--- src/rtl/lsu_mem_ctrl.sv ---
// ---------------------------------------------------------------------------
// lsu_mem_ctrl
//   Load/store sequencer between the execute stage and a single-port data
//   memory with a req/ack handshake. One operation is in flight at a time.
//   Requests are decoded in IDLE: non-memory ops and illegal/misaligned
//   accesses answer directly; legal accesses drive a registered memory
//   request, wait for mem_ack (bounded by MAX_WAIT cycles) and answer with
//   lane-extracted, sign/zero-extended load data.
//
// Ports
//   clk, rst_n                  clock, asynchronous active-low reset
//   req_valid / req_ready       request handshake (ready only in IDLE)
//   req_op, req_func3           opcode and width/sign selector
//   req_addr, req_wdata         byte address, store data / pass-through value
//   mem_req/we/addr/be/wdata    registered memory request, held until mem_ack
//   mem_ack, mem_rdata          memory completion and read word
//   rsp_valid/data/err          one-cycle response pulse with held data/error
//   stall                       pipeline hold while an op is outstanding
// ---------------------------------------------------------------------------
module lsu_mem_ctrl #(
  parameter int ADDR_W   = 32,
  parameter int MAX_WAIT = 255
) (
  input  logic              clk,
  input  logic              rst_n,
  input  logic              req_valid,
  output logic              req_ready,
  input  logic [6:0]        req_op,
  input  logic [2:0]        req_func3,
  input  logic [ADDR_W-1:0] req_addr,
  input  logic [31:0]       req_wdata,
  output logic              mem_req,
  output logic              mem_we,
  output logic [ADDR_W-1:0] mem_addr,
  output logic [3:0]        mem_be,
  output logic [31:0]       mem_wdata,
  input  logic              mem_ack,
  input  logic [31:0]       mem_rdata,
  output logic              rsp_valid,
  output logic [31:0]       rsp_data,
  output logic              rsp_err,
  output logic              stall
);

  localparam logic [6:0]  OP_LOAD   = 7'b0000011;
  localparam logic [6:0]  OP_STORE  = 7'b0100011;
  localparam logic [15:0] LAST_WAIT = 16'(MAX_WAIT - 1);

  typedef enum logic [1:0] {
    S_IDLE,
    S_ACCESS,
    S_RESP
  } state_t;

  state_t state, state_d;

  // Registered state and outputs, with their next-state values.
  logic [15:0]       cnt, cnt_d;
  logic              ld_q, ld_d;        // in-flight op is a load
  logic [2:0]        f3_q, f3_d;        // in-flight func3
  logic [1:0]        lo_q, lo_d;        // in-flight byte offset
  logic              mem_req_d, mem_we_d;
  logic [ADDR_W-1:0] mem_addr_d;
  logic [3:0]        mem_be_d;
  logic [31:0]       mem_wdata_d;
  logic              rsp_valid_d, rsp_err_d;
  logic [31:0]       rsp_data_d;

  // Request decode.
  logic        is_load, is_store, is_mem;
  logic        f3_legal, misaligned;
  logic [3:0]  req_be;
  logic [31:0] req_wrep;

  assign is_load  = (req_op == OP_LOAD);
  assign is_store = (req_op == OP_STORE);
  assign is_mem   = is_load | is_store;

  always_comb begin
    // NOTE: every combinational output gets a default before any branch so no
    // path leaves it unassigned, which would infer a latch.
    f3_legal   = 1'b0;
    misaligned = 1'b0;
    req_be     = 4'b1111;
    req_wrep   = req_wdata;

    if (is_load) begin
      f3_legal = (req_func3 == 3'b000) || (req_func3 == 3'b001) ||
                 (req_func3 == 3'b010) || (req_func3 == 3'b100) ||
                 (req_func3 == 3'b101);
    end else begin
      f3_legal = (req_func3 == 3'b000) || (req_func3 == 3'b001) ||
                 (req_func3 == 3'b010);
    end

    // func3[1:0] selects the width for both signed and unsigned variants.
    case (req_func3[1:0])
      2'b00: begin
        req_be   = 4'b0001 << req_addr[1:0];
        req_wrep = {4{req_wdata[7:0]}};
      end
      2'b01: begin
        req_be     = req_addr[1] ? 4'b1100 : 4'b0011;
        req_wrep   = {2{req_wdata[15:0]}};
        misaligned = req_addr[0];
      end
      default: begin
        req_be     = 4'b1111;
        req_wrep   = req_wdata;
        misaligned = (req_addr[1:0] != 2'b00);
      end
    endcase
  end

  // Load data extraction from the latched offset and func3.
  logic [7:0]  rd_byte;
  logic [15:0] rd_half;
  logic [31:0] rd_ext;

  always_comb begin
    case (lo_q)
      2'd0:    rd_byte = mem_rdata[7:0];
      2'd1:    rd_byte = mem_rdata[15:8];
      2'd2:    rd_byte = mem_rdata[23:16];
      default: rd_byte = mem_rdata[31:24];
    endcase
    rd_half = lo_q[1] ? mem_rdata[31:16] : mem_rdata[15:0];

    case (f3_q)
      3'b000:  rd_ext = {{24{rd_byte[7]}}, rd_byte};
      3'b001:  rd_ext = {{16{rd_half[15]}}, rd_half};
      3'b100:  rd_ext = {24'd0, rd_byte};
      3'b101:  rd_ext = {16'd0, rd_half};
      default: rd_ext = mem_rdata;
    endcase
  end

  // Next-state and registered-output logic.
  always_comb begin
    state_d     = state;
    cnt_d       = cnt;
    ld_d        = ld_q;
    f3_d        = f3_q;
    lo_d        = lo_q;
    mem_req_d   = mem_req;
    mem_we_d    = mem_we;
    mem_addr_d  = mem_addr;
    mem_be_d    = mem_be;
    mem_wdata_d = mem_wdata;
    rsp_valid_d = 1'b0;
    rsp_data_d  = rsp_data;
    rsp_err_d   = rsp_err;

    case (state)
      S_IDLE: begin
        if (req_valid) begin
          if (!is_mem) begin
            state_d     = S_RESP;
            rsp_valid_d = 1'b1;
            rsp_data_d  = req_wdata;
            rsp_err_d   = 1'b0;
          end else if (!f3_legal || misaligned) begin
            state_d     = S_RESP;
            rsp_valid_d = 1'b1;
            rsp_data_d  = 32'd0;
            rsp_err_d   = 1'b1;
          end else begin
            state_d     = S_ACCESS;
            cnt_d       = 16'd0;
            ld_d        = is_load;
            f3_d        = req_func3;
            lo_d        = req_addr[1:0];
            mem_req_d   = 1'b1;
            mem_we_d    = is_store;
            mem_addr_d  = {req_addr[ADDR_W-1:2], 2'b00};
            mem_be_d    = req_be;
            mem_wdata_d = is_store ? req_wrep : 32'd0;
          end
        end
      end

      S_ACCESS: begin
        // An ack in the final wait cycle still completes the access.
        if (mem_ack) begin
          state_d     = S_RESP;
          mem_req_d   = 1'b0;
          rsp_valid_d = 1'b1;
          rsp_data_d  = ld_q ? rd_ext : 32'd0;
          rsp_err_d   = 1'b0;
        end else if (cnt == LAST_WAIT) begin
          state_d     = S_RESP;
          mem_req_d   = 1'b0;
          rsp_valid_d = 1'b1;
          rsp_data_d  = 32'd0;
          rsp_err_d   = 1'b1;
        end else begin
          cnt_d = cnt + 16'd1;
        end
      end

      S_RESP: begin
        state_d = S_IDLE;
        cnt_d   = 16'd0;
      end

      default: state_d = S_IDLE;
    endcase
  end

  always_ff @(posedge clk or negedge rst_n) begin
    if (!rst_n) begin
      state     <= S_IDLE;
      cnt       <= 16'd0;
      ld_q      <= 1'b0;
      f3_q      <= 3'd0;
      lo_q      <= 2'd0;
      mem_req   <= 1'b0;
      mem_we    <= 1'b0;
      mem_addr  <= '0;
      mem_be    <= 4'd0;
      mem_wdata <= 32'd0;
      rsp_valid <= 1'b0;
      rsp_data  <= 32'd0;
      rsp_err   <= 1'b0;
    end else begin
      // NOTE: non-blocking assignments so every flop samples pre-edge values,
      // independent of statement order.
      state     <= state_d;
      cnt       <= cnt_d;
      ld_q      <= ld_d;
      f3_q      <= f3_d;
      lo_q      <= lo_d;
      mem_req   <= mem_req_d;
      mem_we    <= mem_we_d;
      mem_addr  <= mem_addr_d;
      mem_be    <= mem_be_d;
      mem_wdata <= mem_wdata_d;
      rsp_valid <= rsp_valid_d;
      rsp_data  <= rsp_data_d;
      rsp_err   <= rsp_err_d;
    end
  end

  assign req_ready = (state == S_IDLE);
  assign stall     = (state != S_IDLE) | (req_valid & req_ready & is_mem);

endmodule

--- config.mk ---
export PLATFORM = sky130hd
export DESIGN_NAME = lsu_mem_ctrl
export DESIGN_NICKNAME = d
export VERILOG_FILES = /design/src/rtl/lsu_mem_ctrl.sv
export SDC_FILE = /design/constraint.sdc
export NUM_CORES = 1
export LEC_CHECK = 0
export CORE_MARGIN = 2
export CORE_UTILIZATION = 43
export CTS_CLUSTER_DIAMETER = 50
export CTS_CLUSTER_SIZE = 12
export DETAILED_ROUTE_END_ITERATION = 16
export PLACE_DENSITY = 0.76
export RECOVER_POWER = 100
export SLEW_MARGIN = 20
export SYNTH_ARGS = -nofsm -noshare
export SYNTH_HDL_FRONTEND = slang
export SYNTH_SLANG_ARGS = --single-unit
export TNS_END_PERCENT = 20
--- constraint.sdc ---
create_clock -name clk -period 3.5 [get_ports clk]
set_input_delay 0.7 -clock clk [delete_from_list [all_inputs] [get_ports clk]]
set_output_delay 0.7 -clock clk [all_outputs]
set_load 0.01 [all_outputs]
=== Yosys cells after proc, flatten, opt, wreduce, memory -nomap -nowiden ===
Cells that the tools add are included.

* Flip-flop bits (word level): 126
* Output and inout port bits: 106
* Word-level logic and storage cells: 108
* Bits of input ports: 110

* Muxes and demuxes: 46
* Reduce and logical (&&, ||, !) cells: 20
* Shifts and indexed selects: 1
* Bitwise logic cells: 5
* $add $sub $neg: 1
* Eq/ne operators: 22

{| class="wikitable"
|+ Operators with widths
! cell !! number
|-
| 2-to-1 mux 32 bit || 7
|-
| case mux 32 bit (2 select lines) || 2
|-
| case mux 32 bit (4 select lines) || 1
|-
| 2-to-1 mux 16 bit || 6
|-
| case mux 16 bit (3 select lines) || 1
|-
| case mux 8 bit (3 select lines) || 1
|-
| adder 16 x 1 -> 16 bit, second input constant || 1
|-
| equality test 16 x 8 -> 1 bit, second input constant || 1
|-
| 2-to-1 mux 1 bit || 16
|-
| equality test 3 bit, second input constant || 4
|-
| 2-to-1 mux 2 bit || 5
|-
| inequality test 2 bit, second input constant || 4
|-
| case mux 1 bit (2 select lines) || 4
|-
| case mux 4 bit (2 select lines) || 1
|-
| AND reduction 4 bit || 2
|-
| equality test 7 x 2 -> 1 bit, second input constant || 1
|-
| equality test 7 x 6 -> 1 bit, second input constant || 1
|-
| equality test 2 x 1 -> 1 bit, second input constant || 3
|-
| equality test 3 x 1 -> 1 bit, second input constant || 2
|-
| zero test 2 bit || 3
|-
| zero test 3 bit || 2
|-
| AND reduction 6 bit || 1
|-
| nonzero test 2 bit || 3
|-
| logical OR 1 bit || 5
|-
| 15 further kinds || 18
|}

=== Logic depth before layout (Yosys ltp) ===
Gate-level depths: netlist (run 1).

* Word-level depth: 12
* Depth in mapped cells: 10
* Depth with buffers taken out: 8

=== Worst setup path before layout (run 1) ===
OpenSTA, ideal clock, no wires.

* Path kind: register to register
* Start: register cnt[0]
* End: register rsp_data[15]
* Cell stages (with the launch flop): 11
* Path slack: 0.983 ns
* Arrival: 2.392 ns
* Buffers on the path: 2
* Required time: 3.375 ns
* Clock period less this slack: 2.517 ns
* Setup time: 0.125 ns
* Cells stage by stage: dfrtp_1 > inv_1 > ha_1 > or4b_4 > o41ai_4 > a22oi_2 > or2_1 > buf_6 > inv_8 > buf_12 > mux2_4

* Word-level cells in the longest chain between the ends: 3

{| class="wikitable"
|+ Ends and longest elaborated chain
! element !! RTL line !! text
|-
| start: declaration || 58 || <nowiki>logic [15:0] cnt, cnt_d;</nowiki>
|-
| start signal: assignment || 229 || <nowiki>cnt <= cnt_d;</nowiki>
|-
| equality test 16 x 8 -> 1 bit || 190 || <nowiki>end else if (cnt == LAST_WAIT) begin</nowiki>
|-
| inequality test 3 bit (no line) || - ||
|-
| AND reduction 4 bit (no line) || - ||
|-
| end signal: assignment || 239 || <nowiki>rsp_data <= rsp_data_d;</nowiki>
|-
| end: declaration || 40 || <nowiki>output logic [31:0] rsp_data,</nowiki>
|}

Every way passes these cells.
A chain may end at the register's enable or synchronous reset.

=== Worst setup path in the final report (run 1) ===
* Start: input req_op[4]
* End: output stall

* Word-level cells in the longest chain between the ends: 4
* Elaborated cells between the ends (all ways): 5
* Classes of those cells: eq/ne (2); bitwise (3)

{| class="wikitable"
|+ Ends and longest elaborated chain
! element !! RTL line !! text
|-
| start: declaration || 28 || <nowiki>input logic [6:0] req_op,</nowiki>
|-
| equality test 7 x 2 -> 1 bit / equality test 7 x 6 -> 1 bit (equally long branches) || 75, 76 ||
|-
| bitwise OR 1 bit * || 77 || <nowiki>assign is_mem = is_load | is_store;</nowiki>
|-
| bitwise AND 1 bit * || 245 || <nowiki>assign stall = (state != S_IDLE) | (req_valid & req_ready & is_mem);</nowiki>
|-
| bitwise OR 1 bit * || 245 ||
|-
| end: declaration || 42 || <nowiki>output logic stall</nowiki>
|}

Every way passes the cells marked *; elsewhere a longest branch is shown, timed or not.

==> qor.log, run 1 <==
[pwr] IR Drop Worst-Case VDD 0.355 mV
[global_routing] maximum number of pins on one net before global-route repair 75
[global_routing] Overflow after GRT 0
[detailed_routing] Via-to-Cell Ratio 5.37
[finish] core occupancy in the finished layout 62.1%
[place] number of placed instances with taps included 1,102
[synth] netlist area before placement 6560 um2
[global_routing] vias in the first global route 5,806
[sta] count of pins over their slew limit 36
[pwr] areal power density over the cells 433 nW/um2
[detailed_routing] post-detailed-routing wire length 20.5 mm
[place] DP Wirelength 14.8 mm
[status] run status finished, violations left
[sta] number of failing setup endpoints in the final timing report 0
[cts] clock slew at reported path FFs 0.06 ns
[cts] CTS tree done
[die] core region area 15,000 um2
[synth] number of distinct library cell variants in the gate-level netlist after synthesis 52
[cts] total clock buffers created by CTS 17
[hold_path] worst min-delay path category flip-flop to flip-flop
[synth] top cells by area in the synthesized netlist dfrtp_1 48%, nand2_1 13%, o21ai_0 5.7%
[finish] number of inserted diodes 0
[sta] Fmax 315 MHz
[synth] share of flip-flops with an asynchronous set or reset 100%
[cts] sink count of the clock tree 126
[detailed_routing] first-pass detailed-route iteration total 4
[pwr] P_leak 4.35 nW
[critical_path] biggest cell delay along the critical path 0.55 ns
[sta] normalized max-slew margin -2.24%
[critical_path] largest delay contributor family on the critical path buffers and inverters
[place] routability congestion estimate 0.863
[global_routing] number of antenna violations at the first check in global routing 0
[cts] buffers from clock root to sink, at most 2
[die] die area 16,300 um2
[die] height of the die 128 um
[place] number of I/O port buffers 213
[synth] number of enable flip-flop cells after synthesis 0
[detailed_routing] antenna viol nets, final 0
[die] effective utilization at floorplan 43.6%
[finish] fraction of final layout cells sized beyond drive strength 1 8.56%
[global_routing] first-pass GRT wire length 31.6 mm
[synth] register bit count reported by yosys 126
[synth] YS warnings 0
[cts] root buffer cell clkbuf_16
[cts] worst skew pair latency 0.42 ns
[die] number of I/O pins 216
[job] max-capacitance violation count 1
[die] Die X 128 um
[critical_path] Setup crit end kind output port
[synth] dominant cell type by area after synthesis dfrtp_1
[cts] H-tree level count 4
[detailed_routing] vias after detailed routing 6,085
[status] failing checks max-capacitance violations, max-slew violations
[detailed_routing] Wirelength per Cell 18.1 um
[critical_path] Startpoint Class primary input
[cts] hold buffers post-CTS 0
[synth] proportion of netlist area held by the largest area contributor 48.1%
[critical_path] worst path required time 2.80 ns
[critical_path] slowest stage cell on the critical path clkdlybuf4s50_1
[sta] Final Critical Period 3.17 ns
[critical_path] sequence of cells on the critical path dlygate4sd3_1 > nor2_1 > nand3_1 > nand2_1 > clkdlybuf4s50_1
[synth] count of mapped cells out of synthesis 732
[synth] Syn Area/Cell 8.96 um2
[sta] fraction of the cycle the final worst path needs 90.6%
[global_routing] overall fraction of global-route tracks in use 25.3%
[critical_path] critical path arrival 2.47 ns
[synth] fraction of the yosys area taken by sequential cells 48.1%
[die] number of core rows 45
[sta] maximum clock skew at final layout 0.00724 ns
[sta] worst-margin pin slew 1.53 ns
[cts] number of buffers added for setup after CTS 0
[sta] total negative setup slack 0 ns
[sta] RSZ-0062 raised after global routing no
[detailed_routing] drt initial violations 386
[synth] Post-synth top flop dfrtp_1
[cts] CTS resizes 0
[finish] P&R area growth vs syn 42.4%
[critical_path] number of buffer and inverter stages on the critical path 2
[finish] Layout Nets 1,045
[sta] Final Hold Violating Endpoints 0
[critical_path] Max FO, Critical Path 5
[critical_path] critical setup path kind primary input to output port
[finish] Final Instance Count excl. Fillers 1,134
[detailed_routing] DRC violation count after routing 0
## flip-flops by register name, summed over array words and instances, names as in the netlist
register / cells
mem_wdata: 32
rsp_data: 32
mem_addr: 30
cnt: 16
mem_be: 4
f3_q: 3
lo_q: 2
state: 2
ld_q: 1
mem_req: 1
mem_we: 1
rsp_err: 1
rsp_valid: 1
## path summary, 6_finish.rpt
kind	slack, ns	from	to	cells after the start
setup / recovery	0.33	req_op[4]	stall	5
hold / removal	0.46	mem_wdata[15]$_DFFE_PN0P_	mem_wdata[15]$_DFFE_PN0P_	2
setup reg to reg	0.68	cnt[0]$_DFFE_PN0P_	rsp_data[19]$_DFFE_PN0P_	8
hold reg to reg	0.46	mem_wdata[15]$_DFFE_PN0P_	mem_wdata[15]$_DFFE_PN0P_	2
max in group asynchronous	0.89	rst_n	mem_addr[12]$_DFFE_PN0P_	2
min in group asynchronous	0.56	rst_n	rsp_data[3]$_DFFE_PN0P_	1
## cells by family (layout without fill, tap and decap cells)
| logic type | Yosys count | count (layout) | share of synthesized area [%] |
|---|---|---|---|
| muxes | 61 | 61 | 11.4 |
| buffers and inverters | 60 | 273 | 4.27 |
| DFF | 126 | 126 | 48.1 |
| adders and majority gates | 2 | 2 | 0.381 |
| AOI/OAI and AO/OA | 162 | 162 | 15.0 |
| and+or+nand+nor | 320 | 320 | 20.9 |
| other | 1 | 2 | 0.0572 |
## worst register-to-register path, delay by kind of cell (launching register included)
kind,cells,cell delay (ns)
compound gates,2,0.58
fa+ha+maj,1,0.14
buf+inv,2,0.31
flops,1,0.43
mux,1,0.37
simple gates,2,0.87
## Yosys cell counts, types with 2 or more instances
cell / count
nand2_1: 226
dfrtp_1: 126
o21ai_0: 75
clkbuf_1: 41
a21oi_1: 29
mux2_2: 25
nand3_1: 22
nor2_1: 22
o211ai_1: 22
nor2b_1: 20
mux2_4: 19
mux2i_1: 16
a31oi_1: 15
inv_1: 11
or3_1: 10
nand4_1: 4
nor3_1: 4
o21a_1: 4
a41oi_1: 2
buf_12: 2
buf_4: 2
ha_1: 2
nand2b_1: 2
nor4_1: 2
o21ba_2: 2
## where the power goes
part	internal (mW)	switching, mW
Clock	1.15	0.658
Sequential	1.55	0.0646
Combinational	0.330	0.288
## cell type report
type                            instances  area [um2]
Multi-Input combinational cell        547        3070
Tap cell                              188         235
Fill cell                            1308        5690
Timing Repair Buffer                  228        2220
Clock buffer                           22         464
Inverter                               13        56.3
Sequential cell                       126        3150
Clock inverter                         10         138
## metal layers
metal | global-route usage (%) | share of wire, % | wire [um] | vias to the layer above
li1 | - | - | - | 2917
met4 | 9.44 | 2.3 | 471 | 0
met5 | 0 | 0 | 0 | -
met3 | 7.08 | 8.4 | 1720 | 36
met1 | 34.5 | 44 | 9020 | 2875
met2 | 38.8 | 45 | 9280 | 257
## layout by cell type, fill, tap and decap left out, types with 2 or more instances in the layout
| master | synthesis | final |
|---|---|---|
| a21oi_1 | 29 | 28 |
| a22oi_1 | 1 | 2 |
| a31oi_1 | 15 | 15 |
| a41oi_1 | 2 | 2 |
| buf_4 | 2 | 9 |
| bufinv_16 | 0 | 3 |
| clkbuf_1 | 41 | 6 |
| clkbuf_16 | 0 | 17 |
| clkbuf_2 | 0 | 3 |
| clkbuf_8 | 0 | 2 |
| clkdlybuf4s50_1 | 0 | 108 |
| clkinv_2 | 0 | 2 |
| clkinvlp_4 | 0 | 5 |
| conb_1 | 1 | 2 |
| dfrtp_1 | 126 | 126 |
| dlygate4sd3_1 | 0 | 104 |
| ha_1 | 2 | 2 |
| inv_1 | 11 | 11 |
| mux2_1 | 0 | 18 |
| mux2_2 | 25 | 25 |
| mux2i_1 | 16 | 16 |
| nand2_1 | 226 | 226 |
| nand2b_1 | 2 | 2 |
| nand3_1 | 22 | 22 |
| nand4_1 | 4 | 4 |
| nor2_1 | 22 | 21 |
| nor2b_1 | 20 | 20 |
| nor3_1 | 4 | 4 |
| nor4_1 | 2 | 2 |
| o211ai_1 | 22 | 22 |
| o21a_1 | 4 | 4 |
| o21ai_0 | 75 | 75 |
| o21ba_2 | 2 | 2 |
| or3_1 | 10 | 10 |
## metrics by stage
| step | total power, mW | cell area (um2) | hold WS (ns) | setup WS [ns] |
|---|---|---|---|---|
| global route | 4.20 | 9340 | 0.484 | 0.195 |
| floorplan | 1.90 | 6570 | 0.404 | 0.983 |
| finish | 4.04 | 9340 | 0.456 | 0.330 |
| detailed placement | 2.32 | 8850 | 0.455 | 0.412 |
| global placement | 2.32 | 8850 | 0.449 | 0.470 |
| CTS | 4.14 | 9460 | 0.330 | 0.504 |
(Power assumes the default switching activity.)
==> run 2, diff against run 1 <==
--- a/config.mk
+++ b/config.mk
@@ -6,14 +6,14 @@
 export NUM_CORES = 1
 export LEC_CHECK = 0
 export CORE_MARGIN = 2
-export CORE_UTILIZATION = 43
+export CORE_UTILIZATION = 47
 export CTS_CLUSTER_DIAMETER = 50
 export CTS_CLUSTER_SIZE = 12
 export DETAILED_ROUTE_END_ITERATION = 16
-export PLACE_DENSITY = 0.76
+export PLACE_DENSITY = 0.82
 export RECOVER_POWER = 100
+export SKIP_CTS_REPAIR_TIMING = 1
 export SLEW_MARGIN = 20
 export SYNTH_ARGS = -nofsm -noshare
 export SYNTH_HDL_FRONTEND = slang
 export SYNTH_SLANG_ARGS = --single-unit
-export TNS_END_PERCENT = 20
==> run 2 against run 1 <==
Net effect: the flow still finishes with violations (max-capacitance violations, max-slew violations); highest routed layer unchanged; design area is 0.51% lower; clock power fell by 7%; maximum frequency decreased by 1.5%.
==> qor.log, run 2 (same netlist as run 1, synthesis figures left out) <==
[cts] total clock buffers created by CTS 17
[finish] Layout Nets 1,044
[global_routing] maximum number of pins on one net before global-route repair 74
[pwr] Switch Pwr 0.984 mW
[cts] H-tree level count 4
[critical_path] critical path arrival 2.52 ns
[place] placed cell areas 8850 um2
[finish] final instance area 9290 um2
[pwr] P_leak 4.34 nW
[die] number of core rows 43
[pwr] switching power share of the total 25.0%
[global_routing] Overflow after GRT 0
[pwr] sequential power share 41.1%
[cts] sink count of the clock tree 126
[status] failing checks max-capacitance violations, max-slew violations
[die] number of I/O pins 216
[critical_path] number of buffer and inverter stages on the critical path 2
[detailed_routing] DRC violation count after routing 0
[global_routing] first-pass GRT wire length 31.9 mm
[die] Die X 122 um
[critical_path] Setup crit end kind output port
[pwr] Int Pwr 2.95 mW
[sta] Fmax 311 MHz
[detailed_routing] Via-to-Cell Ratio 5.56
[critical_path] Max FO, Critical Path 5
[critical_path] sequence of cells on the critical path dlygate4sd3_1 > nor2_1 > nand3_1 > nand2_1 > dlygate4sd3_1
[sta] Final Hold Violating Endpoints 0
[detailed_routing] post-detailed-routing wire length 20.7 mm
[sta] RSZ-0062 raised after global routing no
[sta] PnR worst setup slack 0.281 ns
[sta] total negative setup slack 0 ns
[place] number of placed instances with taps included 1,093
[detailed_routing] first-pass detailed-route iteration total 5
[cts] clock slew at reported path FFs 0.05 ns
[sta] number of failing setup endpoints in the final timing report 0
[critical_path] worst path required time 2.80 ns
[place] number of I/O port buffers 213
[critical_path] biggest cell delay along the critical path 0.61 ns
[cts] CTS tree done
[finish] P&R area growth vs syn 41.6%
[detailed_routing] antenna viol nets, final 0
[global_routing] overall fraction of global-route tracks in use 28.4%
[global_routing] vias in the first global route 6,085
[detailed_routing] vias after detailed routing 6,238
[finish] multi-input combinational cell area 3070 um2
[pwr] part of the power in the clock network 43.1%
[finish] area taken by flip-flops and latches 3150 um2
[die] effective utilization at floorplan 47.6%
[finish] fill cell count 1,150
[finish] number of inserted diodes 0
[sta] normalized max-slew margin -78.0%
[cts] worst skew pair latency 0.42 ns
[die] die area 14,900 um2
[die] core region area 13,800 um2
[die] height of the die 122 um
[pwr] share of total power in combinational logic 15.8%
[global_routing] number of antenna violations at the first check in global routing 0
[critical_path] largest delay contributor family on the critical path buffers and inverters
[cts] root buffer cell clkbuf_16
[sta] maximum clock skew at final layout 0.00948 ns
[finish] commonest cells after routing, fill and taps aside 226 x nand2_1, 126 x dfrtp_1, 107 x clkdlybuf4s50_1
[pwr] IR Drop Worst-Case VDD 0.319 mV
[critical_path] most frequent CP cell dlygate4sd3_1
[hold_path] worst min-delay path category flip-flop to flip-flop
[detailed_routing] drt initial violations 512
[place] worst-case setup slack after placement 0.419 ns
[status] run status finished, violations left
[sta] fraction of the cycle the final worst path needs 92.0%
[detailed_routing] Wirelength per Cell 18.5 um
[finish] leading cell type in the layout, fill and taps excluded nand2_1
[critical_path] Register-to-Register Setup Slack 0.63 ns
[critical_path] slowest stage cell on the critical path dlygate4sd3_1
[critical_path] Startpoint Class primary input
[critical_path] critical setup path kind primary input to output port
[sta] count of pins over their slew limit 45
[finish] fraction of final layout cells sized beyond drive strength 1 7.96%
[place] DP Wirelength 14.8 mm
[job] max-capacitance violation count 1
[cts] buffers from clock root to sink, at most 2
[sta] worst-margin pin slew 2.67 ns
[pwr] areal power density over the cells 423 nW/um2
[place] routability congestion estimate 0.913
[finish] Final Instance Count excl. Fillers 1,122
[sta] Final Critical Period 3.22 ns
[finish] largest registers mem_wdata x32, rsp_data x32, mem_addr x30
-- run 2: changes by cell type in the layout (fill, tap and decap cells not counted), sizes merged --
cell / change
clkdlybuf4s50: -1
bufinv: -1
dlygate4sd3: +1
clkinv: +3
clkbuf: -2
clkinvlp: -4
-- run 2: power groups by stage --
stage / Combinational [mW] / Clock (mW) / Sequential, mW
final: 0.623 / 1.69 / 1.61
after global routing: 0.673 / 1.78 / 1.62
after CTS: 0.688 / 1.71 / 1.62
after detailed placement: 0.684 / 0 / 1.64
after global placement: 0.671 / 0 / 1.64
after floorplan: 0.243 / 0 / 1.66
-- run 2: layout make-up --
type,count,area share (%)
flip-flops and latches,126,33.9
repair buffers,227,24.1
well taps,180,2.42
inverters,13,0.606
clock buffers,21,4.95
clock inverters,8,0.996
multi-input cells,547,33.0
-- run 2: metal layers --
metal / up-vias / global-route usage (%) / part of all wire (%) / wire, um
li1: 2913 / - / - / -
met2: 330 / 45.8 / 47 / 9760
met1: 2957 / 34.9 / 40 / 8330
met5: - / 0 / 0 / 0
met4: 0 / 11.5 / 2.6 / 545
met3: 38 / 9.64 / 10 / 2070
-- run 2: worst paths after layout --
path,startpoint,to,cells after the start
setup / recovery,req_op[4],stall,5
hold / removal,mem_addr[24]$_DFFE_PN0P_,mem_addr[24]$_DFFE_PN0P_,2
setup reg to reg,cnt[0]$_DFFE_PN0P_,rsp_data[20]$_DFFE_PN0P_,8
hold reg to reg,mem_addr[24]$_DFFE_PN0P_,mem_addr[24]$_DFFE_PN0P_,2
max in group asynchronous,rst_n,mem_addr[28]$_DFFE_PN0P_,2
min in group asynchronous,rst_n,rsp_data[2]$_DFFE_PN0P_,1
-- run 2: worst register-to-register path: stages (launching register included) --
cell	delay [ns]
dfrtp_1	0.43
inv_1	0.08
ha_1	0.13
or4b_1	0.52
o41ai_4	0.36
a22oi_1	0.23
or2_0	0.37
inv_8	0.23
mux2_1	0.38
-- run 2: per-stage QoR --
stage | total power [mW] | utilization [%] | hold WS (ns)
after floorplan | 1.90 | - | 0.404
after global placement | 2.31 | 64.3 | 0.450
after detailed placement | 2.32 | 64.3 | 0.455
after CTS | 4.02 | 68.3 | 0.311
after global routing | 4.08 | 67.5 | 0.482
final | 3.93 | 67.5 | 0.458
==> variant 1, RTL diff (flow settings as in run 2) <==
Re-encode `state_t` (3 states) as one-hot, 3 bits wide.
--- a/src/rtl/lsu_mem_ctrl.sv
+++ b/src/rtl/lsu_mem_ctrl.sv
@@ -48,6 +48,6 @@
 
-  typedef enum logic [1:0] {
-    S_IDLE,
-    S_ACCESS,
-    S_RESP
+  typedef enum logic [2:0] {
+    S_IDLE   = 3'b001,
+    S_ACCESS = 3'b010,
+    S_RESP   = 3'b100
   } state_t;
Formal check against the unedited RTL: no difference found for any inputs over 4 cycles, from zero or initial values and one cycle with rst_n low; so few cycles prove little.
==> variant 1 against run 2 <==
  * The flow still finishes with violations (capacitance limit, slew limit)
  * Final area about the same
  * Power increased by 12%
  * Sequential cell count rose by 1
  * First-iteration DRC count increased by 30%
  * Setup slack worse by 0.044 ns
  * Clock power is 17% higher
  * Sequential share of layout area rose by 0.30 points
  * Critical path depth rose by 2
  * Synthesized area shrank 2.2%
  * Synthesized cell count shrank 4.1%
  * Count of clock-buffer cells in the layout shrank 2
  * Routed wire length is 1.4% higher
  * Largest power group unchanged
  * Highest routed layer unchanged
==> variant 1: results (changes against run 2) <==
synth_cell_types: 60  # +15%
max-cap-violations: 1  # unchanged
reg2regPathDepth: 6  # -2
hp-start: "mem_wdata[6]$_DFFE_PN0P_"
dp_hpwl_um: 14900  # +1.1%
grt_util_all_layers: 0.292  # +0.00829
grt_max_degree: 58  # -22%
r2r_start: "cnt[8]$_DFFE_PN0P_"
drtIter0Drc: 668  # +30%
grt_pass1_wl_um: 32600  # +2.2%
grt_pass1_vias: 6129  # +0.72%
grt_util_met2: 0.443  # -0.0153
rrSetupSlack_ns: 0.35  # -0.28 ns
n_fill_cell: 988  # -14%
drv_slew: 27  # -40%
violations: "capacitance limit, slew limit"
status: "finished with violations"
met1_usage: 0.389  # +0.0400
fin_skew_ns: 0.00898  # -0.000493 ns
routed_via_density: 5.80  # +4.2%
r2r-end: "rsp_data[28]$_DFFE_PN0P_"
dpl.cell_count: 1056  # -3.4%
yosysSeqAreaShare: 0.496  # +0.0150
min_to: "mem_wdata[6]$_DFFE_PN0P_"
max-slew-margin-rel: -0.0337  # +0.746
layout-drive-gt1-share: 0.0921  # +0.0125
worstPathMaxFanout: 3  # -2
synth_common_cells: "209 x nand2_1, 126 x dfrtp_1, 36 x nor3_1"
==> variant 1: changes by cell type after synthesis, moves of 16 or more <==
cell and change:
buf_2 +16, o21ai_0 -62, nor2b_1 -17, nand2_1 -17
o211ai_1 -22, nor3_1 +32, mux2_4 -19
==> variant 1: layout make-up <==
class                   instances  share of cell area
flip-flops and latches        127               0.342
multi-input cells             513               0.312
repair buffers                233               0.248
clock buffers                  19              0.0488
well taps                     176              0.0237
clock inverters                13              0.0226
inverters                       7             0.00283
==> variant 1: report_power, final <==
part	leakage (nW)	internal [mW]	switching (mW)
logic	2.37	0.386	0.354
clock network	0.320	1.30	0.669
registers	1.65	1.59	0.0796
==> variant 1: worst min-delay path, delay by kind of cell, from the launching register on <==
kind	cells	cell delay, ns
and+or+nand+nor	2	0.10
DFF	1	0.33
==> variant 1: worst max-delay path by stage <==
stage | start | endpoint | cells after the start
2_1_floorplan | req_func3[0] | rsp_data[22]$_DFFE_PN0P_ | 9
3_3_place_gp | req_op[2] | stall | 7
3_5_place_dp | req_op[2] | stall | 7
4_1_cts | req_op[2] | stall | 7
5_1_grt | req_op[2] | stall | 7
6_report | req_op[2] | stall | 7
==> variant 1: cells by family (layout without fill, tap and decap cells) <==
family / after synthesis / count (layout) / share of synthesized area
buf+inv: 63 / 272 / 0.0488
mux: 34 / 34 / 0.0581
xor+xnor: 1 / 1 / 0.00137
simple gates: 338 / 338 / 0.237
compound gates: 136 / 136 / 0.154
flops: 127 / 127 / 0.496
other cells: 1 / 2 / 0.000584
fa+ha+maj: 2 / 2 / 0.00390
==> variant 1: through the flow <==
| stage | area [sq um] | power [mW] | hold WS [ns] | worst slack, ns |
|---|---|---|---|---|
| 2_1_floorplan | 6420 | 1.99 | 0.404 | 1.21 |
| 3_5_place_dp | 8710 | 2.49 | 0.456 | 0.224 |
| 4_1_cts | 9370 | 4.47 | 0.201 | 0.222 |
| 6_report | 9290 | 4.38 | 0.457 | 0.238 |
| 3_3_place_gp | 8700 | 2.47 | 0.449 | 0.236 |
| 5_1_grt | 9290 | 4.54 | 0.486 | 0.0887 |
==> variant 1: routing by layer <==
layer / vias to the layer above / wire length [um]
met4: 0 / 531
met5: - / 0
met2: 343 / 9870
li1: 2902 / -
met1: 3014 / 8430
met3: 47 / 2170
==> variant 2, RTL diff (flow settings as in run 2) <==
Without the edit above. The parameter `ADDR_W` goes from 32 to 40.
--- a/src/rtl/lsu_mem_ctrl.sv
+++ b/src/rtl/lsu_mem_ctrl.sv
@@ -20,3 +20,3 @@
 module lsu_mem_ctrl #(
-  parameter int ADDR_W   = 32,
+  parameter int ADDR_W   = 40,
   parameter int MAX_WAIT = 255
Interface: changed (resized mem_addr and req_addr); port bits go from 216 to 232. No check against the original RTL was run, so the function may have changed too.
==> variant 2 against run 2 <==
  * The flow still finishes with violations (capacitance limit, slew limit)
  * Setup slack better by 0.21 ns
  * Sequential share of layout area rose by 0.19 points
  * Routed wire length grew 0.21%
  * Synthesized area is 4.9% higher
  * Sequential power grew 7%
  * Synthesized cell count is 0.68% higher
  * Non-clock buffer count increased by 19
  * Sequential cell count up 8
  * First-iteration DRC count is 12% lower
  * Utilization increased by 0.66 points
  * Power is 6.8% higher
  * Final area increased by 5.7%
  * Critical path type is now in -> reg
  * Critical endpoint is now mem_wdata[25]$_DFFE_PN0P_
  * Highest routed layer unchanged
==> variant 2: results (changes against run 2) <==
status: "finished with violations"
violations: "capacitance limit, slew limit"
dp_hpwl_um: 15100  # +2.2%
grt_pass1_vias: 6120  # +0.58%
cpMaxStageDelayCell: "dlygate4sd3_1"
dr_total_vias: 6254  # +0.26%
worstPathMaxFanout: 18  # +13
intPower_mw: 3.16  # +7.1%
reg_top3: "mem_addr (38), mem_wdata (32), rsp_data (32)"
antennaDiodeCount: 0  # unchanged
max-slew-margin-rel: -0.0499  # +0.730
antenna_found_initial: 0  # unchanged
synth_common_cells: "238 x nand2_1, 134 x dfrtp_1, 39 x clkbuf_1"
layout-drive-gt1-share: 0.0759  # -0.00373
final_nets: 1073  # +2.8%
wl_met1_um: 8790  # +5.5%
max-cap-violations: 1  # unchanged
yosysSeqAreaShare: 0.487  # +0.00672
wl_met2_um: 9790  # +0.30%
critPathMaxStageDelay_ns: 0.73  # +0.12 ns
synthAdderAreaFrac: 0.00364  # -0.000178
synth.area.mux_share: 0.108  # -0.00623
drt-total-wl_um: 20700  # +0.21%
io_buffers: 229  # +7.5%
synth_compound_area_frac: 0.103  # -0.0460
drtIter0Drc: 451  # -12%
grt_max_degree: 79  # +6.8%
max-vdd-ir-drop_mv: 0.347  # +8.5%
crit_arrival_ns: 3.36  # +0.84 ns
drv_slew: 64  # +42%
reg2regPathDepth: 6  # -2
place.gp.congestion: 0.868  # -4.9%
synth_cell_types: 53  # +1.9%
grt_util_all_layers: 0.268  # -0.0156
synth-xor-area-share: 0.0140  # +0.0140
synth.area.top_cells: "dfrtp_1 49%, nand2_1 13%, mux2_4 4.1%"
p_leak_nw: 4.78  # +10%
grt_pass1_wl_um: 33100  # +3.6%
wl_met3_um: 1440  # -30%
clock_latency_ns: 0.42  # about the same
placed_area_sq_um: 9340  # +5.6%
fin_skew_ns: 0.00824  # -0.00123 ns
## variant 2: cell types whose count changed after synthesis, moves of 9 or more
cell	run 2	this run
o21ai_0	75	33
xnor2_1	0	11
a21oi_1	29	9
o211ai_1	22	0
o31ai_1	0	16
a31oi_1	15	6
nand2b_1	2	15
nand2_1	226	238
## variant 2: metal layers
metal | track usage | vias to the layer above
li1 | - | 2956
met3 | 0.0650 | 45
met2 | 0.424 | 254
met5 | 0 | -
met4 | 0.116 | 0
met1 | 0.355 | 2999
## variant 2: cells by family after synthesis
kind of cell	count (synthesis)
DFF	134
other	1
adders and majority gates	2
buffers and inverters	58
AOI/OAI and AO/OA	100
xor gates and xnor gates	11
and+or+nand+nor	369
muxes	62
## variant 2: through the flow
step           setup WS [ns]  power (mW)  hold WS (ns)  std cells
3_3_place_gp           0.496        2.49         0.454       1118
3_5_place_dp           0.420        2.50         0.455       1118
2_1_floorplan           1.13        2.04         0.404        738
4_1_cts                0.586        4.29         0.273       1146
5_1_grt                0.262        4.36         0.485       1146
6_report               0.495        4.20         0.459       1146
## variant 2: power groups by stage
stage	sequential (mW)	clock, mW	combinational (mW)
after floorplan	1.77	0	0.270
after global placement	1.75	0	0.742
after detailed placement	1.75	0	0.750
after CTS	1.72	1.82	0.755
after global routing	1.73	1.90	0.732
final	1.72	1.80	0.682
## variant 2: worst paths after layout
| kind | startpoint | to | slack [ns] |
|---|---|---|---|
| setup / recovery | req_func3[0] | mem_wdata[25]$_DFFE_PN0P_ | 0.50 |
| max in group asynchronous | rst_n | state[0]$_DFFE_PN0P_ | 0.82 |
| hold reg to reg | mem_wdata[12]$_DFFE_PN0P_ | mem_wdata[12]$_DFFE_PN0P_ | 0.46 |
| min in group asynchronous | rst_n | cnt[9]$_DFFE_PN0P_ | 0.65 |
| hold / removal | mem_wdata[12]$_DFFE_PN0P_ | mem_wdata[12]$_DFFE_PN0P_ | 0.46 |
| setup reg to reg | cnt[8]$_DFFE_PN0P_ | rsp_data[29]$_DFFE_PN0P_ | 0.95 |
## variant 2: cell type report
class,instances,area [sq um]
clock buffer,20,457
clock inverter,8,126
fill,1176,4600
inverter,8,42.5
multi-input combinational,546,3190
sequential,134,3350
tap,184,230
timing repair buffer,246,2420
## variant 2: worst max-delay path: cells and delay by family
kind	cells	cell delay (ns)
AO/OA/AOI/OAI	1	0.23
buffers and inverters	2	1.43
AND/OR/NAND/NOR	4	1.00
